===== src/rtl/tpu_pkg.sv =====
// Shared types and helpers for the tiny-tpu processing elements.
// Pulled in with import tpu_pkg::* by the PE and its ALU.
package tpu_pkg;

    typedef enum logic [1:0] {
        MODE_FULL  = 2'b00,
        MODE_PACK2 = 2'b01,
        MODE_PACK4 = 2'b10,
        MODE_RSVD  = 2'b11
    } mode_e;

    // Working width of sat_add; callers sign-extend into it.
    localparam int SAT_W = 64;

    // Adds two values that each fit in 'width' signed bits and returns {ovf, result}.
    // With sat=0 the result is the plain sum, so its low 'width' bits are the wrapped value.
    function automatic logic [SAT_W:0] sat_add(
        input logic signed [SAT_W-1:0] a,
        input logic signed [SAT_W-1:0] b,
        input int unsigned             width,
        input logic                    sat = 1'b1
    );
        logic signed [SAT_W-1:0] sum;
        logic signed [SAT_W-1:0] max_v;
        logic signed [SAT_W-1:0] min_v;
        logic signed [SAT_W-1:0] res;
        logic                    ovf;
        sum   = a + b;
        max_v = (64'sd1 <<< (width - 1)) - 64'sd1;
        min_v = -max_v - 64'sd1;
        ovf   = (sum > max_v) || (sum < min_v);
        res   = sum;
        if (ovf && sat) begin
            res = (sum > max_v) ? max_v : min_v;
        end
        return {ovf, res};
    endfunction

endpackage


===== src/rtl/pe_mm_if.sv =====
// Port bundle of one pe_mm tile: north/west inputs, south/east outputs.
// The array (or bench) drives through master; the PE sits on slave.
interface pe_mm_if #(
    parameter int DATA_W = 16,
    parameter int PSUM_W = 32
);
    logic              en;
    logic [1:0]        mode;
    logic              sat_en;
    logic [PSUM_W-1:0] psum_in;
    logic [DATA_W-1:0] weight_in;
    logic              accept_w_in;
    logic [DATA_W-1:0] act_in;
    logic              valid_in;
    logic              switch_in;
    logic [PSUM_W-1:0] psum_out;
    logic [DATA_W-1:0] weight_out;
    logic              accept_w_out;
    logic [DATA_W-1:0] act_out;
    logic              valid_out;
    logic              switch_out;
    logic              psum_valid;
    logic              ovf;

    modport master (
        output en, mode, sat_en, psum_in, weight_in, accept_w_in, act_in, valid_in, switch_in,
        input  psum_out, weight_out, accept_w_out, act_out, valid_out, switch_out, psum_valid, ovf
    );

    modport slave (
        input  en, mode, sat_en, psum_in, weight_in, accept_w_in, act_in, valid_in, switch_in,
        output psum_out, weight_out, accept_w_out, act_out, valid_out, switch_out, psum_valid, ovf
    );
endinterface


===== src/rtl/pe_mm_alu.sv =====
// Combinational lane-sliced signed multiply-sum for pe_mm.
// Every lane product is formed at ALU_W bits so the lane sum never overflows.
module pe_mm_alu
    import tpu_pkg::*;
#(
    parameter int DATA_W = 16,
    parameter int ALU_W  = 2 * DATA_W + 2
) (
    input  logic [DATA_W-1:0] act,
    input  logic [DATA_W-1:0] w,
    input  mode_e             mode,
    output logic [ALU_W-1:0]  prod
);
    localparam int H = DATA_W / 2;
    localparam int Q = DATA_W / 4;

    logic signed [ALU_W-1:0] p_full;
    logic signed [ALU_W-1:0] p_pack2;
    logic signed [ALU_W-1:0] p_pack4;

    always_comb begin
        p_full  = ALU_W'($signed(act)) * ALU_W'($signed(w));
        p_pack2 = '0;
        for (int i = 0; i < 2; i++) begin
            p_pack2 += ALU_W'($signed(act[i*H +: H])) * ALU_W'($signed(w[i*H +: H]));
        end
        p_pack4 = '0;
        for (int i = 0; i < 4; i++) begin
            p_pack4 += ALU_W'($signed(act[i*Q +: Q])) * ALU_W'($signed(w[i*Q +: Q]));
        end
        case (mode)
            MODE_FULL:  prod = p_full;
            MODE_PACK2: prod = p_pack2;
            MODE_PACK4: prod = p_pack4;
            default:    prod = '0;
        endcase
    end
endmodule


===== src/rtl/pe_mm.sv =====
// Weight-stationary systolic PE: double-buffered weight, east/south forwarding,
// optional multiplier register, saturating/wrapping accumulate with sticky overflow.
module pe_mm
    import tpu_pkg::*;
#(
    parameter int DATA_W     = 16,
    parameter int PSUM_W     = 32,
    parameter int MUL_STAGES = 0
) (
    input logic   clk,
    input logic   rst,
    pe_mm_if.slave bus
);
    localparam int ALU_W = 2 * DATA_W + 2;

    logic [DATA_W-1:0] act_q, act_d;
    logic              valid_q, valid_d;
    logic              switch_q, switch_d;
    logic [DATA_W-1:0] weight_q, weight_d;
    logic              accept_q, accept_d;
    logic [DATA_W-1:0] fg_q, fg_d;
    logic [DATA_W-1:0] bg_q, bg_d;
    logic [PSUM_W-1:0] psum_q, psum_d;
    logic              psum_valid_q, psum_valid_d;
    logic              ovf_q, ovf_d;

    logic [DATA_W-1:0] mul_w;
    logic [ALU_W-1:0]  prod;
    logic [ALU_W-1:0]  fin_prod;
    logic              fin_valid;
    logic              fin_sat;
    logic [SAT_W:0]    sum_ext;
    logic              unused_sum_hi;

    // A switch in the same cycle as a weight load multiplies with the incoming weight.
    always_comb begin
        if (bus.switch_in && bus.accept_w_in) begin
            mul_w = bus.weight_in;
        end else if (bus.switch_in) begin
            mul_w = bg_q;
        end else begin
            mul_w = fg_q;
        end
    end

    pe_mm_alu #(
        .DATA_W (DATA_W),
        .ALU_W  (ALU_W)
    ) u_alu (
        .act  (bus.act_in),
        .w    (mul_w),
        .mode (mode_e'(bus.mode)),
        .prod (prod)
    );

    // sat_en travels with its product so in-flight entries keep the setting they were issued with.
    if (MUL_STAGES == 1) begin : g_mul_stage
        logic [ALU_W-1:0] prod_q, prod_d;
        logic             pv_q, pv_d;
        logic             sat_q, sat_d;

        always_comb begin
            prod_d = bus.en ? prod : '0;
            pv_d   = bus.en & bus.valid_in;
            sat_d  = bus.en & bus.sat_en;
        end

        always_ff @(posedge clk or posedge rst) begin
            if (rst) begin
                prod_q <= '0;
                pv_q   <= 1'b0;
                sat_q  <= 1'b0;
            end else begin
                prod_q <= prod_d;
                pv_q   <= pv_d;
                sat_q  <= sat_d;
            end
        end

        assign fin_prod  = prod_q;
        assign fin_valid = pv_q;
        assign fin_sat   = sat_q;
    end else begin : g_no_stage
        assign fin_prod  = prod;
        assign fin_valid = bus.valid_in;
        assign fin_sat   = bus.sat_en;
    end

    assign sum_ext       = sat_add(SAT_W'($signed(bus.psum_in)), SAT_W'($signed(fin_prod)), PSUM_W, fin_sat);
    assign unused_sum_hi = ^sum_ext[SAT_W-1:PSUM_W];

    always_comb begin
        act_d        = bus.valid_in ? bus.act_in : act_q;
        valid_d      = bus.valid_in;
        switch_d     = bus.switch_in;
        weight_d     = bus.accept_w_in ? bus.weight_in : '0;
        accept_d     = bus.accept_w_in;
        bg_d         = bus.accept_w_in ? bus.weight_in : bg_q;
        fg_d         = fg_q;
        if (bus.switch_in) begin
            fg_d = bus.accept_w_in ? bus.weight_in : bg_q;
        end
        psum_d       = fin_valid ? sum_ext[PSUM_W-1:0] : '0;
        psum_valid_d = fin_valid;
        ovf_d        = ovf_q | (fin_valid & sum_ext[SAT_W]);
        if (!bus.en) begin
            act_d        = '0;
            valid_d      = 1'b0;
            switch_d     = 1'b0;
            weight_d     = '0;
            accept_d     = 1'b0;
            bg_d         = '0;
            fg_d         = '0;
            psum_d       = '0;
            psum_valid_d = 1'b0;
            ovf_d        = 1'b0;
        end
    end

    always_ff @(posedge clk or posedge rst) begin
        if (rst) begin
            act_q        <= '0;
            valid_q      <= 1'b0;
            switch_q     <= 1'b0;
            weight_q     <= '0;
            accept_q     <= 1'b0;
            fg_q         <= '0;
            bg_q         <= '0;
            psum_q       <= '0;
            psum_valid_q <= 1'b0;
            ovf_q        <= 1'b0;
        end else begin
            act_q        <= act_d;
            valid_q      <= valid_d;
            switch_q     <= switch_d;
            weight_q     <= weight_d;
            accept_q     <= accept_d;
            fg_q         <= fg_d;
            bg_q         <= bg_d;
            psum_q       <= psum_d;
            psum_valid_q <= psum_valid_d;
            ovf_q        <= ovf_d;
        end
    end

    assign bus.psum_out     = psum_q;
    assign bus.psum_valid   = psum_valid_q;
    assign bus.ovf          = ovf_q;
    assign bus.act_out      = act_q;
    assign bus.valid_out    = valid_q;
    assign bus.switch_out   = switch_q;
    assign bus.weight_out   = weight_q;
    assign bus.accept_w_out = accept_q;
endmodule


===== src/flat_wrapper.sv =====
// flat-port wrapper written by rule: the top's interface ports become plain ports
module pe_mm_flat import tpu_pkg::*;
#(
    parameter int DATA_W     = 16,
    parameter int PSUM_W     = 32,
    parameter int MUL_STAGES = 0
)
  (clk, rst, bus_en, bus_mode, bus_sat_en, bus_psum_in, bus_weight_in, bus_accept_w_in, bus_act_in, bus_valid_in, bus_switch_in, bus_psum_out, bus_weight_out, bus_accept_w_out, bus_act_out, bus_valid_out, bus_switch_out, bus_psum_valid, bus_ovf);
  pe_mm_if #(.DATA_W(DATA_W), .PSUM_W(PSUM_W)) bus_i ();
  input logic clk;
  input logic rst;
  input wire logic [$bits(bus_i.en)-1:0] bus_en;
  input wire logic [$bits(bus_i.mode)-1:0] bus_mode;
  input wire logic [$bits(bus_i.sat_en)-1:0] bus_sat_en;
  input wire logic [$bits(bus_i.psum_in)-1:0] bus_psum_in;
  input wire logic [$bits(bus_i.weight_in)-1:0] bus_weight_in;
  input wire logic [$bits(bus_i.accept_w_in)-1:0] bus_accept_w_in;
  input wire logic [$bits(bus_i.act_in)-1:0] bus_act_in;
  input wire logic [$bits(bus_i.valid_in)-1:0] bus_valid_in;
  input wire logic [$bits(bus_i.switch_in)-1:0] bus_switch_in;
  output wire logic [$bits(bus_i.psum_out)-1:0] bus_psum_out;
  output wire logic [$bits(bus_i.weight_out)-1:0] bus_weight_out;
  output wire logic [$bits(bus_i.accept_w_out)-1:0] bus_accept_w_out;
  output wire logic [$bits(bus_i.act_out)-1:0] bus_act_out;
  output wire logic [$bits(bus_i.valid_out)-1:0] bus_valid_out;
  output wire logic [$bits(bus_i.switch_out)-1:0] bus_switch_out;
  output wire logic [$bits(bus_i.psum_valid)-1:0] bus_psum_valid;
  output wire logic [$bits(bus_i.ovf)-1:0] bus_ovf;
  assign bus_i.en = bus_en;
  assign bus_i.mode = bus_mode;
  assign bus_i.sat_en = bus_sat_en;
  assign bus_i.psum_in = bus_psum_in;
  assign bus_i.weight_in = bus_weight_in;
  assign bus_i.accept_w_in = bus_accept_w_in;
  assign bus_i.act_in = bus_act_in;
  assign bus_i.valid_in = bus_valid_in;
  assign bus_i.switch_in = bus_switch_in;
  assign bus_psum_out = bus_i.psum_out;
  assign bus_weight_out = bus_i.weight_out;
  assign bus_accept_w_out = bus_i.accept_w_out;
  assign bus_act_out = bus_i.act_out;
  assign bus_valid_out = bus_i.valid_out;
  assign bus_switch_out = bus_i.switch_out;
  assign bus_psum_valid = bus_i.psum_valid;
  assign bus_ovf = bus_i.ovf;
  pe_mm #(.DATA_W(DATA_W), .PSUM_W(PSUM_W), .MUL_STAGES(MUL_STAGES)) u_core (.clk(clk), .rst(rst), .bus(bus_i));
endmodule

===== config.mk =====
export PLATFORM = sky130hd
export DESIGN_NAME = pe_mm_flat
export DESIGN_NICKNAME = d
export VERILOG_FILES = /design/src/rtl/tpu_pkg.sv /design/src/rtl/pe_mm_if.sv /design/src/rtl/pe_mm_alu.sv /design/src/rtl/pe_mm.sv /design/src/flat_wrapper.sv
export SDC_FILE = /design/constraint.sdc
export NUM_CORES = 1
export LEC_CHECK = 0
export ABC_AREA = 1
export BUFFER_PORTS_ARGS = -buffer_cell sky130_fd_sc_hd__clkbuf_2
export CORE_AREA = 2 2 202 304
export DETAILED_ROUTE_END_ITERATION = 7
export DIE_AREA = 0 0 204 306
export GPL_TIMING_DRIVEN = 0
export PLACE_DENSITY = 0.62
export SETUP_SLACK_MARGIN = 0.15
export SLEW_MARGIN = 30
export SYNTH_ARGS = -nofsm -noshare
export SYNTH_HDL_FRONTEND = slang
export SYNTH_HIERARCHICAL = 1
export SYNTH_SLANG_ARGS = --single-unit

===== constraint.sdc =====
create_clock -name clk -period 22.5 [get_ports clk]
set_clock_uncertainty 0.1 [all_clocks]
set_input_delay 4.5 -clock clk [delete_from_list [all_inputs] [get_ports clk]]
set_output_delay 4.5 -clock clk [all_outputs]
set_load 0.01 [all_outputs]

Word-level counts from Yosys, hierarchy flattened
Cells that the tools add are included.
{"block": "word_totals", "regBits": 100, "in_bits": 73, "output_inout_bits": 69}
{"block": "op_classes", "add_sub_neg": 5, "multipliers": 7, "order_cmp": 2, "eq_ne": 4, "mux": 19, "n_bitwise": 2, "n_reduce_logical": 4}
{"operator": "16-bit 2-to-1 mux", "n": 10}
{"operator": "32-bit 2-to-1 mux", "n": 4}
{"operator": "34-bit case mux with 3 select lines", "n": 1}
{"operator": "32-bit by 34-bit adder with 35-bit output", "n": 1}
{"operator": "35-bit by 32-bit > comparator with 1-bit output (second input constant)", "n": 1}
{"operator": "35-bit by 32-bit less-than comparator with 1-bit output (second input constant)", "n": 1}
{"operator": "16-bit by 16-bit multiplier with 32-bit output", "n": 1}
{"operator": "4-bit by 4-bit multiplier with 8-bit output", "n": 4}
{"operator": "8-bit by 8-bit multiplier with 16-bit output", "n": 2}
{"operator": "16-bit by 16-bit adder with 17-bit output", "n": 1}
{"operator": "10-bit by 8-bit adder with 11-bit output", "n": 1}
{"operator": "9-bit by 8-bit adder with 10-bit output", "n": 1}
{"operator": "8-bit by 8-bit adder with 9-bit output", "n": 1}
{"operator": "1-bit 2-to-1 mux", "n": 4}
{"operator": "2-bit by 1-bit != test with 1-bit output (second input constant)", "n": 2}
{"operator": "2-bit by 1-bit equality test with 1-bit output (second input constant)", "n": 1}
{"operator": "2-bit equality test (second input constant)", "n": 1}
{"operator": "1-bit logical AND", "n": 2}
{"operator": "2-bit zero test", "n": 1}
{"operator": "1-bit bitwise AND", "n": 1}
{"operator": "1-bit logical OR", "n": 1}
{"operator": "1-bit bitwise OR", "n": 1}

Logic depth before layout (Yosys ltp)
Gate-level depths: netlist (run 1).
{"block": "depth", "word_depth": 14, "depth_mapped": 51, "depth_no_buf": 47}

Hierarchy
The synthesis (run 1) kept the hierarchy.
{"module": "pe_mm_alu", "n_inst": 1, "cells_per_inst": 2363, "area_per_inst_um2": 18341.3, "seq_area_each_um2": 0.0}
{"module": "pe_mm", "n_inst": 1, "cells_per_inst": 752, "area_per_inst_um2": 5934.4, "seq_area_each_um2": 2502.4}

Worst setup path before layout (run 1)
No wires, ideal clock.
{"block": "synth_timing", "kind": "input to register", "from": "input bus_switch_in", "to": "register u_core.psum_q[4], in the netlist u_core/bus.psum_out[4]", "setup_ns": 0.123, "arrival_ns": 12.221, "t_required_ns": 22.277, "path_slack_ns": 10.056, "cell_stages": 42, "path_cell_list": "clkbuf_1 > clkinv_1 > clkbuf_1 > nand2_1 > o221ai_1 > clkbuf_1 > clkbuf_1 > nand2_1 > fa_1 > fa_1 > fa_1 > inv_1 > fa_1 > inv_1 > fa_1 > inv_1 > fa_1 > ha_1 > (+6 left out) > nand3_1 > nand3_1 > buf_4 > ha_1 > inv_1 > nor3_1 > nand2_1 > nor2_1 > nand2_1 > nand2_1 > nand2_1 > nand2_1 > nand2_1 > nand2_1 > nand2_2 > nand2_4 > buf_6 > a21oi_1"}
{"item": "start, declared", "line": "flat_wrapper.sv:20", "rtl": "input wire logic [$bits(bus_i.switch_in)-1:0] bus_switch_in;"}
{"item": "16-bit 2-to-1 mux or 1-bit logical AND (tied branches)", "line": "pe_mm.sv:39, pe_mm.sv:37"}
{"item": "16-bit 2-to-1 mux *", "line": "pe_mm.sv:37", "rtl": "if (bus.switch_in && bus.accept_w_in) begin"}
{"item": "net u_core.mul_w[9]", "line": "pe_mm.sv:27", "rtl": "logic [DATA_W-1:0] mul_w;"}
{"item": "4-bit by 4-bit multiplier with 8-bit output", "line": "pe_mm_alu.sv:29", "rtl": "p_pack4 += ALU_W'($signed(act[i*Q +: Q])) * ALU_W'($signed(w[i*Q +: Q]));"}
{"item": "9-bit by 8-bit adder with 10-bit output", "line": "pe_mm_alu.sv:29"}
{"item": "10-bit by 8-bit adder with 11-bit output", "line": "pe_mm_alu.sv:29"}
{"item": "34-bit case mux with 3 select lines *", "line": "pe_mm_alu.sv:31", "rtl": "case (mode)"}
{"item": "net u_core.fin_prod[31]", "line": "pe_mm.sv:29", "rtl": "logic [ALU_W-1:0] fin_prod;"}
{"item": "32-bit by 34-bit adder with 35-bit output *", "line": "tpu_pkg.sv:28", "rtl": "sum = a + b;"}
{"item": "35-bit by 32-bit > comparator with 1-bit output or 35-bit by 32-bit less-than comparator with 1-bit output (tied branches)", "line": "tpu_pkg.sv:31, tpu_pkg.sv:34"}
{"item": "1-bit logical OR", "line": "tpu_pkg.sv:31", "rtl": "ovf = (sum > max_v) || (sum < min_v);"}
{"item": "1-bit logical AND", "line": "tpu_pkg.sv:33", "rtl": "if (ovf && sat) begin"}
{"item": "32-bit 2-to-1 mux *", "line": "tpu_pkg.sv:33"}
{"item": "32-bit 2-to-1 mux *", "line": "pe_mm.sv:103", "rtl": "psum_d = fin_valid ? sum_ext[PSUM_W-1:0] : '0;"}
{"item": "32-bit 2-to-1 mux *", "line": "pe_mm.sv:106", "rtl": "if (!bus.en) begin"}
{"item": "net u_core.psum_d[4]", "line": "pe_mm.sv:23", "rtl": "logic [PSUM_W-1:0] psum_q, psum_d;"}
{"item": "end signal, assigned", "line": "pe_mm.sv:140", "rtl": "psum_q <= psum_d;"}
{"item": "end, declared", "line": "pe_mm.sv:23"}
The timed path passes the listed nets; every way through them passes the cells marked *.
A chain may end at the register's enable or synchronous reset.

Worst setup path after layout (run 1)
{"block": "layout_timing", "from": "input bus_switch_in", "to": "register u_core.psum_q[5], in the netlist u_core/bus.psum_out[5]"}
{"block": "layout_via", "elab_chain_len": 14}
{"item": "16-bit 2-to-1 mux or 1-bit logical AND (tied branches)", "line": "pe_mm.sv:39, pe_mm.sv:37"}
{"item": "16-bit 2-to-1 mux *", "line": "pe_mm.sv:37"}
{"item": "net u_core.mul_w[3]", "line": "pe_mm.sv:27"}
{"item": "4-bit by 4-bit multiplier with 8-bit output", "line": "pe_mm_alu.sv:29"}
{"item": "8-bit by 8-bit adder with 9-bit output", "line": "pe_mm_alu.sv:29"}
{"item": "9-bit by 8-bit adder with 10-bit output", "line": "pe_mm_alu.sv:29"}
{"item": "10-bit by 8-bit adder with 11-bit output", "line": "pe_mm_alu.sv:29"}
{"item": "34-bit case mux with 3 select lines *", "line": "pe_mm_alu.sv:31"}
{"item": "net u_core.fin_prod[10]", "line": "pe_mm.sv:29"}
{"item": "32-bit by 34-bit adder with 35-bit output *", "line": "tpu_pkg.sv:28"}
{"item": "35-bit by 32-bit > comparator with 1-bit output or 35-bit by 32-bit less-than comparator with 1-bit output (tied branches)", "line": "tpu_pkg.sv:31, tpu_pkg.sv:34"}
{"item": "1-bit logical OR", "line": "tpu_pkg.sv:31"}
{"item": "1-bit logical AND", "line": "tpu_pkg.sv:33"}
{"item": "32-bit 2-to-1 mux *", "line": "tpu_pkg.sv:33"}
{"item": "32-bit 2-to-1 mux *", "line": "pe_mm.sv:103"}
{"item": "32-bit 2-to-1 mux *", "line": "pe_mm.sv:106"}
{"item": "net u_core.psum_d[5]", "line": "pe_mm.sv:23"}
Marks and branches as above.

==> results.py, run 1 <==
metrics = {
    "critical_path": {
        "critPathKind": "in2reg",
        "critPathMaxFanout": 10,
        "startpoint_type": "primary input",
        "max_stage_delay_ps": 790,
        "r2r_setup_slack_ps": 12540,
        "crit_slowest_cell": "clkbuf_1",
        "worstPathRequired_ps": 22660,
        "worstSetupEndpointType": "flop",
        "cp.arrival_ps": 14710,
        "cpMostUsedCell": "nand2_1",
    },
    "finish": {
        "antenna_cells": 0,
        "nets": 3986,
        "fillers": 6237,
        "fin_cells": 4056,
        "multi_input_area_sq_mm": 0.0179,
        "syn_to_final_growth_pct": 8.34,
        "drive_above_1_share": 0.0785,
        "seq_area_sq_mm": 0.00250,
    },
    "floorplan": {
        "top_level_ports": 142,
        "start_util": 0.406,
        "die-area_sq_mm": 0.0624,
        "die_h_microns": 306,
        "chipWidth_microns": 204,
        "placementRows": 110,
        "core_area_sq_mm": 0.0597,
    },
    "cts": {
        "cts_hold_buf": 0,
        "cts_resized": 0,
        "clock_sinks": 100,
        "tritoncts": "done",
        "post_cts_buffers": 0,
        "ctsHtreeMaxLevel": 3,
        "numCtsBuffers": 9,
        "root_buffer": "clkbuf_16",
        "clockBufferDepth": 2,
        "clock_latency_ps": 390,
        "clk_pin_slew_ps": 80,
    },
    "routing": {
        "wl_mm": 78.4,
        "vias": 20124,
        "drc": 0,
        "drtPass1Iterations": 6,
        "ant_nets": 0,
        "routedWlPerCell_microns": 19.3,
        "drtIter0Drc": 1290,
        "drt-vias-per-instance": 4.96,
    },
    "sta": {
        "whs_ps": 384,
        "worst_pin_slew_ps": 1030,
        "slew_headroom": 0.313,
        "slew_viol_final": 0,
        "fmax_ghz": 0.0687,
        "rsz0062_at_grt": "false",
        "min_period_ps": 14560,
        "setup_violations": 0,
        "fin_crit_sh": 0.647,
        "tns_ps": 0,
        "hold_viol_final": 0,
        "final.setup.worst_slack_ps": 7940,
    },
    "synth": {
        "async_flop_share": 1.00,
        "synth_area_sq_mm": 0.0243,
        "postSynthCellCount": 3115,
        "yosysSeqAreaShare": 0.103,
        "yosysWarnings": 6,
        "syn_area_per_cell_sq_um": 7.79,
        "syn_nets": 3834,
        "synth_edf_count": 0,
        "yosys-top-cells-count": "inv_1, nand2_1, fa_1",
        "ys.flop_type": "dfrtp_1",
        "ys_ff_latch": 100,
        "yosysTopAreaCell": "fa_1",
        "synth_top_area_share": 0.374,
        "yosysMostFrequentCell": "inv_1",
        "synth_area_leaders": "fa_1, inv_1, nand2_1",
        "ys_types": 49,
    },
    "hold_path": {
        "hold_path_class": "reg2reg",
    },
    "grt": {
        "grt_pass1_wl_mm": 121,
        "gr-usage-all-layers": 0.262,
        "grt_max_degree": 69,
        "grt_pass1_vias": 21491,
        "antenna_found_initial": 0,
        "grt_overflow": 0,
    },
    "placed_design": {
        "gp_congestion": 0.969,
        "dp_cells": 4040,
        "place_ws_ps": 7670,
        "hpwl_mm": 68.6,
        "io_buffers": 140,
    },
    "job": {
        "cap_violations": 0,
    },
    "status": {
        "status": "finished clean",
    },
}
==> sequential cells by signal (all words and copies together) (netlist names) <==
name,flops
u_core/bus.accept_w_out,1
u_core/fg_q,16
u_core/bus.switch_out,1
u_core/bus.ovf,1
u_core/bus.weight_out,16
u_core/bus.psum_out,32
u_core/bus.psum_valid,1
u_core/bg_q,16
u_core/bus.act_out,16
==> stage by stage <==
step	utilization	area, sq um
finish	0.440	26300
global route	0.440	26300
CTS	0.440	26300
detailed placement	0.435	26000
global placement	0.435	26000
floorplan	-	24300
==> area by class of cell <==
type,count,share of cell area
inverter,909,0.130
clock buffer,9,0.00856
multi-input combinational,2010,0.681
sequential,100,0.0951
tap,784,0.0373
timing repair buffer,141,0.0277
buffer,96,0.0170
clock inverter,7,0.00309
==> routing by layer <==
layer,part of all wire,up-vias,global-route usage
li1,-,9419,-
met1,0.36,9785,0.291
met2,0.51,685,0.467
met3,0.048,235,0.0303
met4,0.086,0,0.179
met5,0,-,0
==> final timing paths <==
| kind | startpoint | to | cells past startpoint |
|---|---|---|---|
| max | bus_switch_in | u_core/bus.psum_out[5]$_DFF_PP0_ | 47 |
| min | u_core/fg_q[4]$_DFFE_PP0P_ | u_core/fg_q[4]$_DFFE_PP0P_ | 2 |
| max reg2reg | u_core/bg_q[3]$_DFF_PP0_ | u_core/bus.psum_out[5]$_DFF_PP0_ | 44 |
| min reg2reg | u_core/fg_q[4]$_DFFE_PP0P_ | u_core/fg_q[4]$_DFFE_PP0P_ | 2 |
| max in group asynchronous | rst | u_core/bg_q[6]$_DFF_PP0_ | 3 |
| min in group asynchronous | rst | u_core/bus.psum_out[28]$_DFF_PP0_ | 2 |
==> layout by cell type (no fill, tap or decap), drive strengths merged <==
cell type / instances
a21o: 6
a21oi: 136
a31o: 11
a31oi: 7
and2: 2
buf: 17
clkbuf: 229
clkinv: 6
dfrtp: 100
fa: 454
ha: 192
inv: 910
nand2: 716
nand3: 134
nand3b: 6
nand4: 12
nor2: 136
nor3: 12
nor3b: 1
nor4: 1
o211ai: 7
o21a: 1
o21ai: 70
o21bai: 20
o221ai: 13
o22ai: 8
or2: 15
xnor2: 25
xor2: 25
==> cells by family after synthesis <==
family | Yosys count | share of synthesized area
adder cells (fa/ha/maj) | 646 | 0.473
AND/OR/NAND/NOR | 1035 | 0.178
flip-flops | 100 | 0.103
AO/OA/AOI/OAI | 279 | 0.0681
XOR/XNOR | 50 | 0.0183
buffers and inverters | 1005 | 0.159
==> critical path, delay by kind of cell <==
kind                       cells  cell delay, ps
adders and majority gates      8            3870
buffers and inverters         14            3160
and+or+nand+nor               21            2570
AOI/OAI and AO/OA              4             590
Power of run 1 is not shown: default switching activity piles up to over one toggle a cycle in this logic, so the estimate is an artifact.
==> inputs of run 2 (changes only) <==
--- a/config.mk
+++ b/config.mk
@@ -5,11 +5,11 @@
 export SDC_FILE = /design/constraint.sdc
 export NUM_CORES = 1
 export LEC_CHECK = 0
-export ABC_AREA = 1
+export ABC_AREA = 0
 export BUFFER_PORTS_ARGS = -buffer_cell sky130_fd_sc_hd__clkbuf_2
-export CORE_AREA = 2 2 202 304
+export CORE_AREA = 2 2 196 295
 export DETAILED_ROUTE_END_ITERATION = 7
-export DIE_AREA = 0 0 204 306
+export DIE_AREA = 0 0 198 297
 export GPL_TIMING_DRIVEN = 0
 export PLACE_DENSITY = 0.62
 export SETUP_SLACK_MARGIN = 0.15
==> constraint.sdc (replaced) <==
create_clock -name clk -period 14.8 [get_ports clk]
set_clock_uncertainty 0.1 [all_clocks]
set_input_delay 2.96 -clock clk [delete_from_list [all_inputs] [get_ports clk]]
set_output_delay 2.96 -clock clk [all_outputs]
set_load 0.01 [all_outputs]
==> run 2 against run 1 <==
Compared with the run above:
- global-route usage decreased by 0.054 points
- critical path type unchanged
- final area is 5.2% lower
- wire length fell by 6.4%
==> results.py, run 2 <==
metrics = {
    "finish": {
        "drive_above_1_share": 0.0852,
        "fillers": 5572,
        "nets": 3321,
        "multi_input_area_sq_mm": 0.0178,
        "fin_util": 0.442,
        "layout_commonest_cell": "inv_1",
        "seq_area_sq_mm": 0.00250,
        "antenna_cells": 0,
        "syn_to_final_growth_pct": 9.19,
        "final_area_sq_mm": 0.0249,
        "largest_reg_flops": 32,
        "layout_common_cells": "inv_1, fa_1, ha_1, nand2_1, clkbuf_2",
    },
    "synth": {
        "synth_area_leaders": "fa_1, dfrtp_1, ha_1",
        "postSynthCellCount": 2454,
        "yosysTopAreaCell": "fa_1",
        "synth-xor-area-share": 0.0349,
        "synthSimpleGateAreaFrac": 0.115,
        "yosys-top-cells-count": "inv_1, fa_1, ha_1",
        "yosys.area_share.adder": 0.504,
        "synth_edf_count": 0,
        "synth_compound_area_frac": 0.0966,
        "yosysMostFrequentCell": "inv_1",
        "synth_top_area_share": 0.398,
        "yosysWarnings": 6,
        "syn_area_per_cell_sq_um": 9.31,
        "yosysSeqAreaShare": 0.110,
        "syn_nets": 3173,
        "async_flop_share": 1.00,
        "yosys-mux-area-fraction": 0.0242,
        "synth_area_sq_mm": 0.0228,
        "ys_ff_latch": 100,
        "ys.flop_type": "dfrtp_1",
        "synth_top_family_by_area": "adder cells",
        "ys_types": 64,
    },
    "routing": {
        "drtIter0Drc": 992,
        "drt-vias-per-instance": 5.13,
        "drc": 0,
        "drtPass1Iterations": 5,
        "ant_nets": 0,
        "routedWlPerCell_microns": 21.8,
        "vias": 17300,
        "wl_mm": 73.5,
    },
    "grt": {
        "grt_pass1_wl_mm": 113,
        "grt_overflow": 0,
        "gr-usage-all-layers": 0.262,
        "antenna_found_initial": 1,
        "grt_max_degree": 67,
        "grt_pass1_vias": 19282,
    },
    "floorplan": {
        "die-area_sq_mm": 0.0588,
        "chipWidth_microns": 198,
        "core_area_sq_mm": 0.0564,
        "start_util": 0.405,
        "die_h_microns": 297,
        "placementRows": 107,
        "top_level_ports": 142,
    },
    "sta": {
        "slew_headroom": 0.345,
        "rsz0062_at_grt": "false",
        "min_period_ps": 14240,
        "setup_violations": 0,
        "fmax_ghz": 0.0702,
        "hold_viol_final": 0,
        "slew_viol_final": 0,
        "fin_crit_sh": 0.962,
        "worst_pin_slew_ps": 983,
    },
    "placed_design": {
        "hpwl_mm": 64.0,
        "place_area_sq_mm": 0.0245,
        "gp_congestion": 1.00,
        "io_buffers": 137,
    },
    "critical_path": {
        "cp.arrival_ps": 14470,
        "crit_slowest_cell": "a21oi_1",
        "max_stage_delay_ps": 760,
        "worstSetupEndpointType": "flop",
        "startpoint_type": "primary input",
        "crit_buf_inv": 13,
        "worstPathRequired_ps": 15030,
        "critPathMaxFanout": 10,
        "worst_path_dominant_cell_family": "adder cells",
        "critPathKind": "in2reg",
    },
    "cts": {
        "clock_sinks": 100,
        "numCtsBuffers": 9,
        "cts_hold_buf": 0,
        "ctsHtreeMaxLevel": 3,
        "clockBufferDepth": 2,
        "clock_latency_ps": 390,
        "root_buffer": "clkbuf_16",
        "tritoncts": "done",
        "clk_pin_slew_ps": 90,
    },
    "status": {
        "status": "finished clean",
    },
    "job": {
        "cap_violations": 0,
    },
    "hold_path": {
        "hold_path_class": "reg2reg",
    },
}
## run 2: worst reg2reg max path: cells and delay by family, from the launching register on
| family | cells | cell delay (ps) |
|---|---|---|
| compound gates | 10 | 3270 |
| xor+xnor | 1 | 220 |
| fa+ha+maj | 8 | 3590 |
| buf+inv | 11 | 1880 |
| flops | 1 | 330 |
| mux | 1 | 70 |
| simple gates | 6 | 1740 |
## run 2: layout make-up
class,instances,share of cell area
Tap cell,763,0.0383
Buffer,77,0.0133
Sequential cell,100,0.100
Inverter,623,0.0940
Clock inverter,5,0.00341
Multi-Input combinational cell,1653,0.713
Clock buffer,11,0.00933
Timing Repair Buffer,138,0.0286
## run 2: final timing paths
path                            depth (start not counted)  slack [ps]                                  to                      start
worst min-delay path                                    1         410            u_core/bus.ovf$_DFF_PP0_   u_core/bus.ovf$_DFF_PP0_
min in group asynchronous                               2        2440  u_core/bus.weight_out[0]$_DFF_PP0_                        rst
worst min register to register                          1         410            u_core/bus.ovf$_DFF_PP0_   u_core/bus.ovf$_DFF_PP0_
worst max register to register                         37        3540    u_core/bus.psum_out[5]$_DFF_PP0_  u_core/bg_q[14]$_DFF_PP0_
max in group asynchronous                               3       11480   u_core/bus.psum_out[22]$_DFF_PP0_                        rst
worst max-delay path                                   39         560    u_core/bus.psum_out[5]$_DFF_PP0_            bus_accept_w_in
## run 2: through the flow
step | setup WS (ps) | hold WS, ps | cells | setup TNS, ps
2_1_floorplan | 2190 | 380 | 2454 | 0
3_3_place_gp | -1130 | 386 | 3354 | -33930
3_5_place_dp | -962 | 393 | 3355 | -28640
4_1_cts | 320 | 411 | 3371 | 0
5_1_grt | 159 | 431 | 3370 | 0
6_report | 559 | 409 | 3370 | 0
## run 2: metal layers
layer / up-vias / part of all wire / wire [microns] / GRT usage
li1: 7805 / - / - / -
met2: 535 / 0.54 / 39700 / 0.488
met4: 0 / 0.057 / 4150 / 0.136
met1: 8803 / 0.36 / 26700 / 0.289
met5: - / 0 / 0 / 0
met3: 157 / 0.039 / 2850 / 0.0283
## run 2: timing repair
action | 4_1_cts | 5_1_grt
endpoints found under the setup margin | 32 | 32
buffers inserted | 0 | 0
resized for setup | 13 | 24
hold endpoints to repair | 0 | 0
## run 2: logic make-up after synthesis
group | Yosys count
buf+inv | 701
xor+xnor | 91
mux | 53
simple gates | 524
compound gates | 338
flops | 100
fa+ha+maj | 647
Power of run 2 is left out for the same reason.
==> inputs of run 3 (changes only) <==
==> constraint.sdc (replaced) <==
create_clock -name clk -period 14.8 [get_ports clk]
set_clock_uncertainty 0.1 [all_clocks]
set_input_delay 1.48 -clock clk [delete_from_list [all_inputs] [get_ports clk]]
set_output_delay 1.48 -clock clk [all_outputs]
set_load 0.01 [all_outputs]
==> run 3 against run 2 <==
Compared with the run above:
- register-to-register slack worse by 1000 ps
- first-iteration DRC count down 3.0%
- utilization down 0.15 points
- critical path depth unchanged
- largest cell class unchanged
- global-route usage about the same
- wire length down 0.11%
- cell count about the same
==> results.py, run 3 (synthesized netlist as in run 2, its figures left out) <==
metrics = {
    "status": {
        "status": "finished clean",
    },
    "sta": {
        "tns_ps": 0,
        "fmax_ghz": 0.0724,
        "slew_headroom": 0.306,
        "min_period_ps": 13820,
        "worst_pin_slew_ps": 1040,
        "setup_violations": 0,
        "hold_viol_final": 0,
        "final.setup.worst_slack_ps": 985,
        "slew_viol_final": 0,
        "rsz0062_at_grt": "false",
        "fin_crit_sh": 0.933,
    },
    "job": {
        "cap_violations": 0,
    },
    "critical_path": {
        "worstPathRequired_ps": 15040,
        "critPathKind": "in2reg",
        "critPathMaxFanout": 10,
        "crit_slowest_cell": "a21oi_1",
        "max_stage_delay_ps": 780,
        "worstSetupEndpointType": "flop",
        "cp.arrival_ps": 14050,
        "startpoint_type": "primary input",
    },
    "grt": {
        "grt_pass1_wl_mm": 113,
        "grt_pass1_vias": 19256,
        "antenna_found_initial": 1,
        "grt_max_degree": 67,
        "gr-usage-all-layers": 0.261,
        "grt_overflow": 0,
    },
    "finish": {
        "largest_reg_flops": 32,
        "syn_to_final_growth_pct": 8.82,
        "layout_common_cells": "inv_1, fa_1, ha_1, nand2_1, clkbuf_2",
        "layout_commonest_cell": "inv_1",
        "nets": 3322,
        "drive_above_1_share": 0.0767,
        "fillers": 5585,
        "fin_cells": 3371,
        "antenna_cells": 0,
    },
    "floorplan": {
        "die-area_sq_mm": 0.0588,
        "core_area_sq_mm": 0.0564,
        "placementRows": 107,
        "chipWidth_microns": 198,
        "top_level_ports": 142,
        "die_h_microns": 297,
        "start_util": 0.405,
    },
    "cts": {
        "clockBufferDepth": 2,
        "clock_latency_ps": 400,
        "root_buffer": "clkbuf_16",
        "post_cts_buffers": 0,
        "cts_resized": 0,
        "clock_sinks": 100,
        "clk_pin_slew_ps": 90,
        "ctsHtreeMaxLevel": 3,
        "cts_hold_buf": 0,
        "tritoncts": "done",
        "numCtsBuffers": 9,
    },
    "placed_design": {
        "dp_cells": 3355,
        "gp_congestion": 1.00,
        "io_buffers": 137,
        "hpwl_mm": 64.0,
        "place_ws_ps": 518,
    },
    "routing": {
        "ant_nets": 0,
        "vias": 17251,
        "drt-vias-per-instance": 5.12,
        "drc": 0,
        "routedWlPerCell_microns": 21.8,
        "drtPass1Iterations": 6,
        "drtIter0Drc": 962,
        "wl_mm": 73.4,
    },
    "hold_path": {
        "hold_path_class": "reg2reg",
    },
}
[run 3: cell types whose count changed in the layout (fill, tap and decap cells not counted), sizes merged]
cell	change
clkbuf	+1
[run 3: path summary, 6_finish.rpt]
kind	startpoint	to	slack, ps	cells past startpoint
min in group asynchronous	rst	u_core/bus.weight_out[0]$_DFF_PP0_	960	2
max reg2reg	u_core/bg_q[8]$_DFF_PP0_	u_core/bus.psum_out[5]$_DFF_PP0_	2510	37
min	u_core/bus.ovf$_DFF_PP0_	u_core/bus.ovf$_DFF_PP0_	410	1
max in group asynchronous	rst	u_core/bus.psum_out[22]$_DFF_PP0_	12960	3
max	bus_accept_w_in	u_core/bus.psum_out[5]$_DFF_PP0_	980	39
min reg2reg	u_core/bus.ovf$_DFF_PP0_	u_core/bus.ovf$_DFF_PP0_	410	1
[run 3: layer usage]
metal  GRT usage  vias to the layer above  wire length, microns
met2       0.488                      545                 39500
met5           0                        -                     0
met4       0.136                        0                  4370
met1       0.288                     8724                 26400
met3      0.0283                      168                  3080
li1            -                     7814                     -
[run 3: worst max-delay path: cells and delay by family]
family | cells | cell delay [ps]
muxes | 1 | 210
buffers and inverters | 12 | 2820
and+or+nand+nor | 4 | 1630
adders and majority gates | 8 | 3810
AOI/OAI and AO/OA | 14 | 4070
[run 3: cell type report]
type	count	area [sq um]	share of cell area
clock buffers	11	233	0.00937
inverters	623	2340	0.0943
clock inverters	5	85.1	0.00342
multi-input cells	1653	17700	0.712
well taps	763	955	0.0384
plain buffers	78	319	0.0128
flip-flops and latches	100	2500	0.101
repair buffers	138	713	0.0287
[run 3: stage by stage]
step	hold slack, ps	util	area [sq um]
after floorplan	380	-	22800
after detailed placement	393	0.435	24500
final	408	0.441	24800
after global routing	431	0.441	24800
after global placement	386	0.434	24500
after CTS	411	0.441	24800
Power of run 3 is left out for the same reason.
